File: src/rtl/skinny_sbox_layer_ctrl.sv
// Streams the 16 nibbles of a two-share Skinny-64 state through one shared
// pipelined masked S-box and writes each result back in place by nibble index.
module skinny_sbox_layer_ctrl #(
  parameter int SBOX_LAT = 2,
  parameter int NIB      = 16
) (
  input  logic        clk,
  input  logic        rst_n,
  input  logic        start,
  input  logic [63:0] state_in_s0,
  input  logic [63:0] state_in_s1,
  input  logic        rnd_valid,
  input  logic [63:0] rnd_data,
  output logic        rnd_ready,
  output logic [3:0]  sbox_x_s0,
  output logic [3:0]  sbox_x_s1,
  output logic [63:0] sbox_fresh,
  input  logic [3:0]  sbox_y_s0,
  input  logic [3:0]  sbox_y_s1,
  output logic        busy,
  output logic        done,
  output logic [63:0] state_out_s0,
  output logic [63:0] state_out_s1
);

  typedef enum logic [1:0] {IDLE, ISSUE, DRAIN} state_t;

  state_t      state, state_nx;
  logic [63:0] work_s0, work_s1;
  logic [4:0]  iss, wr;
  logic        tok_vld_p [SBOX_LAT];
  logic [3:0]  tok_idx_p [SBOX_LAT];

  logic        hs, cap, wb, last_iss, all_wr;
  logic [5:0]  rd_base, wb_base;

  assign cap      = (state == IDLE) && start;
  assign hs       = (state == ISSUE) && rnd_valid;
  assign last_iss = (iss == 5'(NIB - 1));
  assign all_wr   = (wr == 5'(NIB));
  assign rd_base  = {iss[3:0], 2'b00};
  assign wb       = tok_vld_p[SBOX_LAT-1];
  assign wb_base  = {tok_idx_p[SBOX_LAT-1], 2'b00};

  // Shares are only presented on a handshake so bubbles never expose state
  assign rnd_ready    = (state == ISSUE);
  assign sbox_x_s0    = hs ? work_s0[rd_base +: 4] : 4'd0;
  assign sbox_x_s1    = hs ? work_s1[rd_base +: 4] : 4'd0;
  assign sbox_fresh   = hs ? rnd_data : 64'd0;
  assign busy         = (state != IDLE);
  assign done         = (state == DRAIN) && all_wr;
  assign state_out_s0 = work_s0;
  assign state_out_s1 = work_s1;

  always_comb begin
    state_nx = state;
    case (state)
      IDLE:    if (start) state_nx = ISSUE;
      ISSUE:   if (hs && last_iss) state_nx = DRAIN;
      DRAIN:   if (all_wr) state_nx = IDLE;
      default: state_nx = IDLE;
    endcase
  end

  always_ff @(posedge clk or negedge rst_n) begin
    if (!rst_n) begin
      state   <= IDLE;
      iss     <= 5'd0;
      wr      <= 5'd0;
      work_s0 <= 64'd0;
      work_s1 <= 64'd0;
      for (int i = 0; i < SBOX_LAT; i++) begin
        tok_vld_p[i] <= 1'b0;
        tok_idx_p[i] <= 4'd0;
      end
    end else begin
      state <= state_nx;
      // Token pipeline mirrors the enable-less S-box pipeline: always shifts
      tok_vld_p[0] <= hs;
      tok_idx_p[0] <= iss[3:0];
      for (int i = 1; i < SBOX_LAT; i++) begin
        tok_vld_p[i] <= tok_vld_p[i-1];
        tok_idx_p[i] <= tok_idx_p[i-1];
      end
      if (cap) begin
        work_s0 <= state_in_s0;
        work_s1 <= state_in_s1;
        iss     <= 5'd0;
        wr      <= 5'd0;
      end else begin
        if (hs) iss <= iss + 5'd1;
        if (wb) begin
          work_s0[wb_base +: 4] <= sbox_y_s0;
          work_s1[wb_base +: 4] <= sbox_y_s1;
          wr                    <= wr + 5'd1;
        end
      end
    end
  end

endmodule

File: config.mk
export PLATFORM = sky130hd
export DESIGN_NAME = skinny_sbox_layer_ctrl
export DESIGN_NICKNAME = d
export VERILOG_FILES = /design/src/rtl/skinny_sbox_layer_ctrl.sv
export SDC_FILE = /design/constraint.sdc
export NUM_CORES = 1
export LEC_CHECK = 0
export BUFFER_PORTS_ARGS = -buffer_cell sky130_fd_sc_hd__buf_2
export CORE_AREA = 2 2 160 162
export CTS_BUF_LIST = sky130_fd_sc_hd__clkbuf_16
export DETAILED_ROUTE_END_ITERATION = 10
export DIE_AREA = 0 0 162 164
export GPL_ROUTABILITY_DRIVEN = 1
export HOLD_SLACK_MARGIN = 0.06
export SLEW_MARGIN = 30
export SYNTH_ARGS = -nofsm -noshare
export SYNTH_HDL_FRONTEND = slang
export SYNTH_SLANG_ARGS = --single-unit
File: constraint.sdc
create_clock -name clk -period 2.4 [get_ports clk]
set_input_delay 0.48 -clock clk [delete_from_list [all_inputs] [get_ports clk]]
set_output_delay 0.48 -clock clk [all_outputs]
set_load 0.02 [all_outputs]
==> results.py <==
metrics = {
    "status": {
        "status": "finished with violations",
        "violations": "negative setup slack",
    },
    "setup_path": {
        "worstSetupPathType": "flop to output port",
        "r2r_setup_slack_ns": 0.13,
        "r2r_start": "tok_idx_p[0]$_DFF_PN0_",
        "crit_path_max_fanout": 8,
        "r2r_cells": 6,
        "critPathLaunchType": "flop",
        "required_ns": 1.92,
        "r2r_end": "state_out_s0[37]$_DFFE_PN0P_",
        "cp-end-kind": "output port",
        "arrival_ns": 2.24,
    },
    "logic_synthesis": {
        "yosys.area_share.simple": 0.1839,
        "syn-num-nets": 1011,
        "synth_top_family_by_area": "simple AND/OR/NAND/NOR gates",
        "ys_ff_latch": 150,
        "synth_area_mm2": 0.008561,
        "yosys.area_share.xor_xnor": 0.01023,
        "synth_edf_count": 0,
        "muxShareOfSynthArea": 0.1602,
        "yosysMostFrequentCell": "dfrtp_1",
        "synth_cells": 800,
        "synth_commonest_cells": "dfrtp_1 (150), and2_1 (130), mux2i_1 (65), o21ai_0 (65), a221o_1 (63)",
        "synth_area_leaders": "dfrtp_1 (44%), and2_1 (9.5%), mux4_2 (8.4%), mux2i_1 (7.6%), a221o_1 (7.4%)",
        "seq_area_frac_synth": 0.4385,
        "async_flop_share": 1.000,
        "synth_ff_type": "dfrtp_1",
        "synth_compound_area_frac": 0.1599,
        "synth_top_area_share": 0.4385,
        "yosysWarnings": 0,
        "synthAdderAreaFrac": 0.01023,
        "synth_largest_area_cell": "dfrtp_1",
        "synth_cell_types": 57,
        "synth_area_per_cell_um2": 10.70,
    },
    "place": {
        "place_ws_ns": 0.01358,
        "dpl-instance-area_mm2": 0.01124,
        "gp_congestion": 0.8875,
        "dp.cells": 1520,
        "dp_hpwl_um": 24950,
        "port_buffers": 406,
    },
    "global_routing": {
        "grt_pass1_wl_um": 50400,
        "grt_max_degree": 71,
        "track_usage": 0.2520,
        "grt-ovfl-total": 0,
        "grt_antenna_before_repair": 1,
        "grt_pass1_vias": 8001,
    },
    "routing": {
        "dr.first_iter.drc_count": 699,
        "wl_met3_um": 2382,
        "vias": 8293,
        "highest_layer": "met5",
        "ant_nets": 0,
        "drt_drc_violations_left": 0,
        "routed_wirelength_um": 34270,
        "dr_wl_met2_um": 16270,
        "post_drt_wl_per_cell_um": 21.98,
        "drt-vias-per-instance": 5.319,
        "wl_met1_um": 15210,
        "dr.pass1.iters": 5,
    },
    "min_path": {
        "min_from": "state_in_s0[3]",
        "hold_end": "state_out_s0[3]$_DFFE_PN0P_",
        "holdPathStages": 3,
        "min-delay-path-class": "input pin to flop",
    },
    "sta": {
        "worst_slew_pin_slew_ns": 0.9002,
        "final_max_slew_viol_count": 0,
        "hold_ws_ns": 0.2479,
        "hold_viol_final": 0,
        "fmax_mhz": 367.4,
        "slew_headroom": 0.3999,
        "rsz0062_at_grt": "true",
        "setup_viol": 72,
        "finalSetupTns_ns": -7.802,
        "fin_ws_ns": -0.3216,
        "fin_crit_sh": 1.134,
        "period_needed_ns": 2.722,
        "skew_ns": 0.01102,
    },
    "clocking": {
        "clk_latency_ns": 0.43,
        "clock_tree.root_cell": "clkbuf_16",
        "cts_tree": "built",
        "numCtsBuffers": 17,
        "path_clk_slew_ns": 0.07,
        "cts_buffer_depth": 2,
        "htree_levels": 4,
        "clock-sinks": 150,
    },
    "floorplan": {
        "io_pins": 407,
        "start_util": 0.3449,
        "die_height_um": 164,
        "core_mm2": 0.02482,
        "die_area_mm2": 0.02657,
        "die_x_um": 162,
        "rows": 58,
    },
    "power_and_ir_drop": {
        "pwr-share-clk": 0.154,
        "peakVddDrop_v": 0.0006555,
        "p_switching_mw": 7.863,
        "p_int_mw": 9.440,
        "combPwrFrac": 0.554,
        "power_mw": 17.30,
        "p_per_area_mw_per_mm2": 1434,
        "power_leakage_nw": 6.030,
        "p_sw_frac": 0.4544,
        "p_seq_frac": 0.292,
    },
    "finish": {
        "final_nets": 1427,
        "drive_gt1_frac": 0.4630,
        "finalInstanceArea_mm2": 0.01207,
        "utilization": 0.4862,
        "stdcell_count": 1559,
        "area_growth_pct": 40.97,
        "num_antenna_cells": 0,
    },
    "job": {
        "drv_cap": 0,
    },
}
==> flip-flops by register name, indices dropped and copies added (netlist names) <==
name and count:
wr 5, state_out_s0 64, tok_vld_p 1, state_out_s1 64
state 2, tok_idx_p 8, iss 5, wb 1
==> how the worst max path moves through the flow <==
stage | end | cells past startpoint | slack (ns) | startpoint
2_1_floorplan | state_out_s1[48]$_DFFE_PN0P_ | 7 | 0.18 | tok_idx_p[0]$_DFF_PN0_
3_3_place_gp | state_out_s1[8]$_DFFE_PN0P_ | 6 | -0.003 | tok_idx_p[0]$_DFF_PN0_
5_1_grt | sbox_x_s0[0] | 6 | -0.35 | iss[0]$_DFFE_PN0P_
3_5_place_dp | sbox_x_s0[0] | 6 | 0.01 | iss[0]$_DFFE_PN0P_
6_report | sbox_x_s0[0] | 6 | -0.32 | iss[0]$_DFFE_PN0P_
4_1_cts | sbox_x_s0[2] | 7 | -0.30 | iss[0]$_DFFE_PN0P_
==> timing repair <==
item / in CTS / in global routing
gates cloned: 3 / 0
resized for setup: 28 / 5
setup endpoints to repair: 72 / 92
pin swaps: 2 / 0
hold buffers: 1 / 0
hold endpoints to repair: 48 / 0
setup buffers: 4 / 1
==> cell usage in the layout (no fill, tap or decap), types with 3 or more instances in the layout <==
master,instances
nor2_1,29
nand2b_1,4
o21ai_1,4
nand4_1,5
mux2i_1,59
inv_1,6
xor2_1,6
a31oi_1,20
nand3_1,20
nor2b_1,3
buf_12,10
mux2i_4,3
xnor2_1,4
a221o_1,63
nor3_1,3
clkinv_2,3
and3b_1,3
buf_6,6
ha_1,7
mux2i_2,3
and2_1,130
o22ai_2,4
dfrtp_1,148
nand2_1,57
mux4_2,32
buf_2,400
clkinv_4,4
inv_6,4
clkbuf_16,17
buf_4,46
o21ai_0,65
o22ai_1,5
==> cell families after synthesis <==
kind of cell,after synthesis
fa+ha+maj,7
flops,150
compound gates,184
mux,97
simple gates,276
buf+inv,76
xor+xnor,10
==> critical path, stage by stage, from the launching register on <==
cell     delay, ns
dfrtp_2       0.43
buf_12        0.17
buf_6         0.11
mux4_2        0.53
mux2i_4       0.26
o22ai_1       0.11
buf_4         0.19
==> layer usage <==
| metal | vias to the layer above | track usage |
|---|---|---|
| met4 | 2 | 0.05430 |
| met2 | 404 | 0.4033 |
| li1 | 3778 | - |
| met1 | 4080 | 0.3580 |
| met3 | 29 | 0.04697 |
| met5 | - | 0 |
==> power by group through the flow <==
stage	Sequential, mW	Combinational [mW]	Clock, mW
5_1_grt	5.19	10.2	2.81
6_report	5.05	9.59	2.66
4_1_cts	5.02	9.58	2.71
3_3_place_gp	5.06	8.78	0
3_5_place_dp	5.03	8.96	0
2_1_floorplan	5.80	4.56	0
==> layout make-up <==
type	instances	area (um^2)
clock buffer	17	425.4
clock inverter	15	145.1
fill	2364	12750
inverter	7	26.28
multi-input combinational	574	4607
sequential	150	3756
tap	330	412.9
timing repair buffer	466	2695
Power figures use the tool's default switching activity.
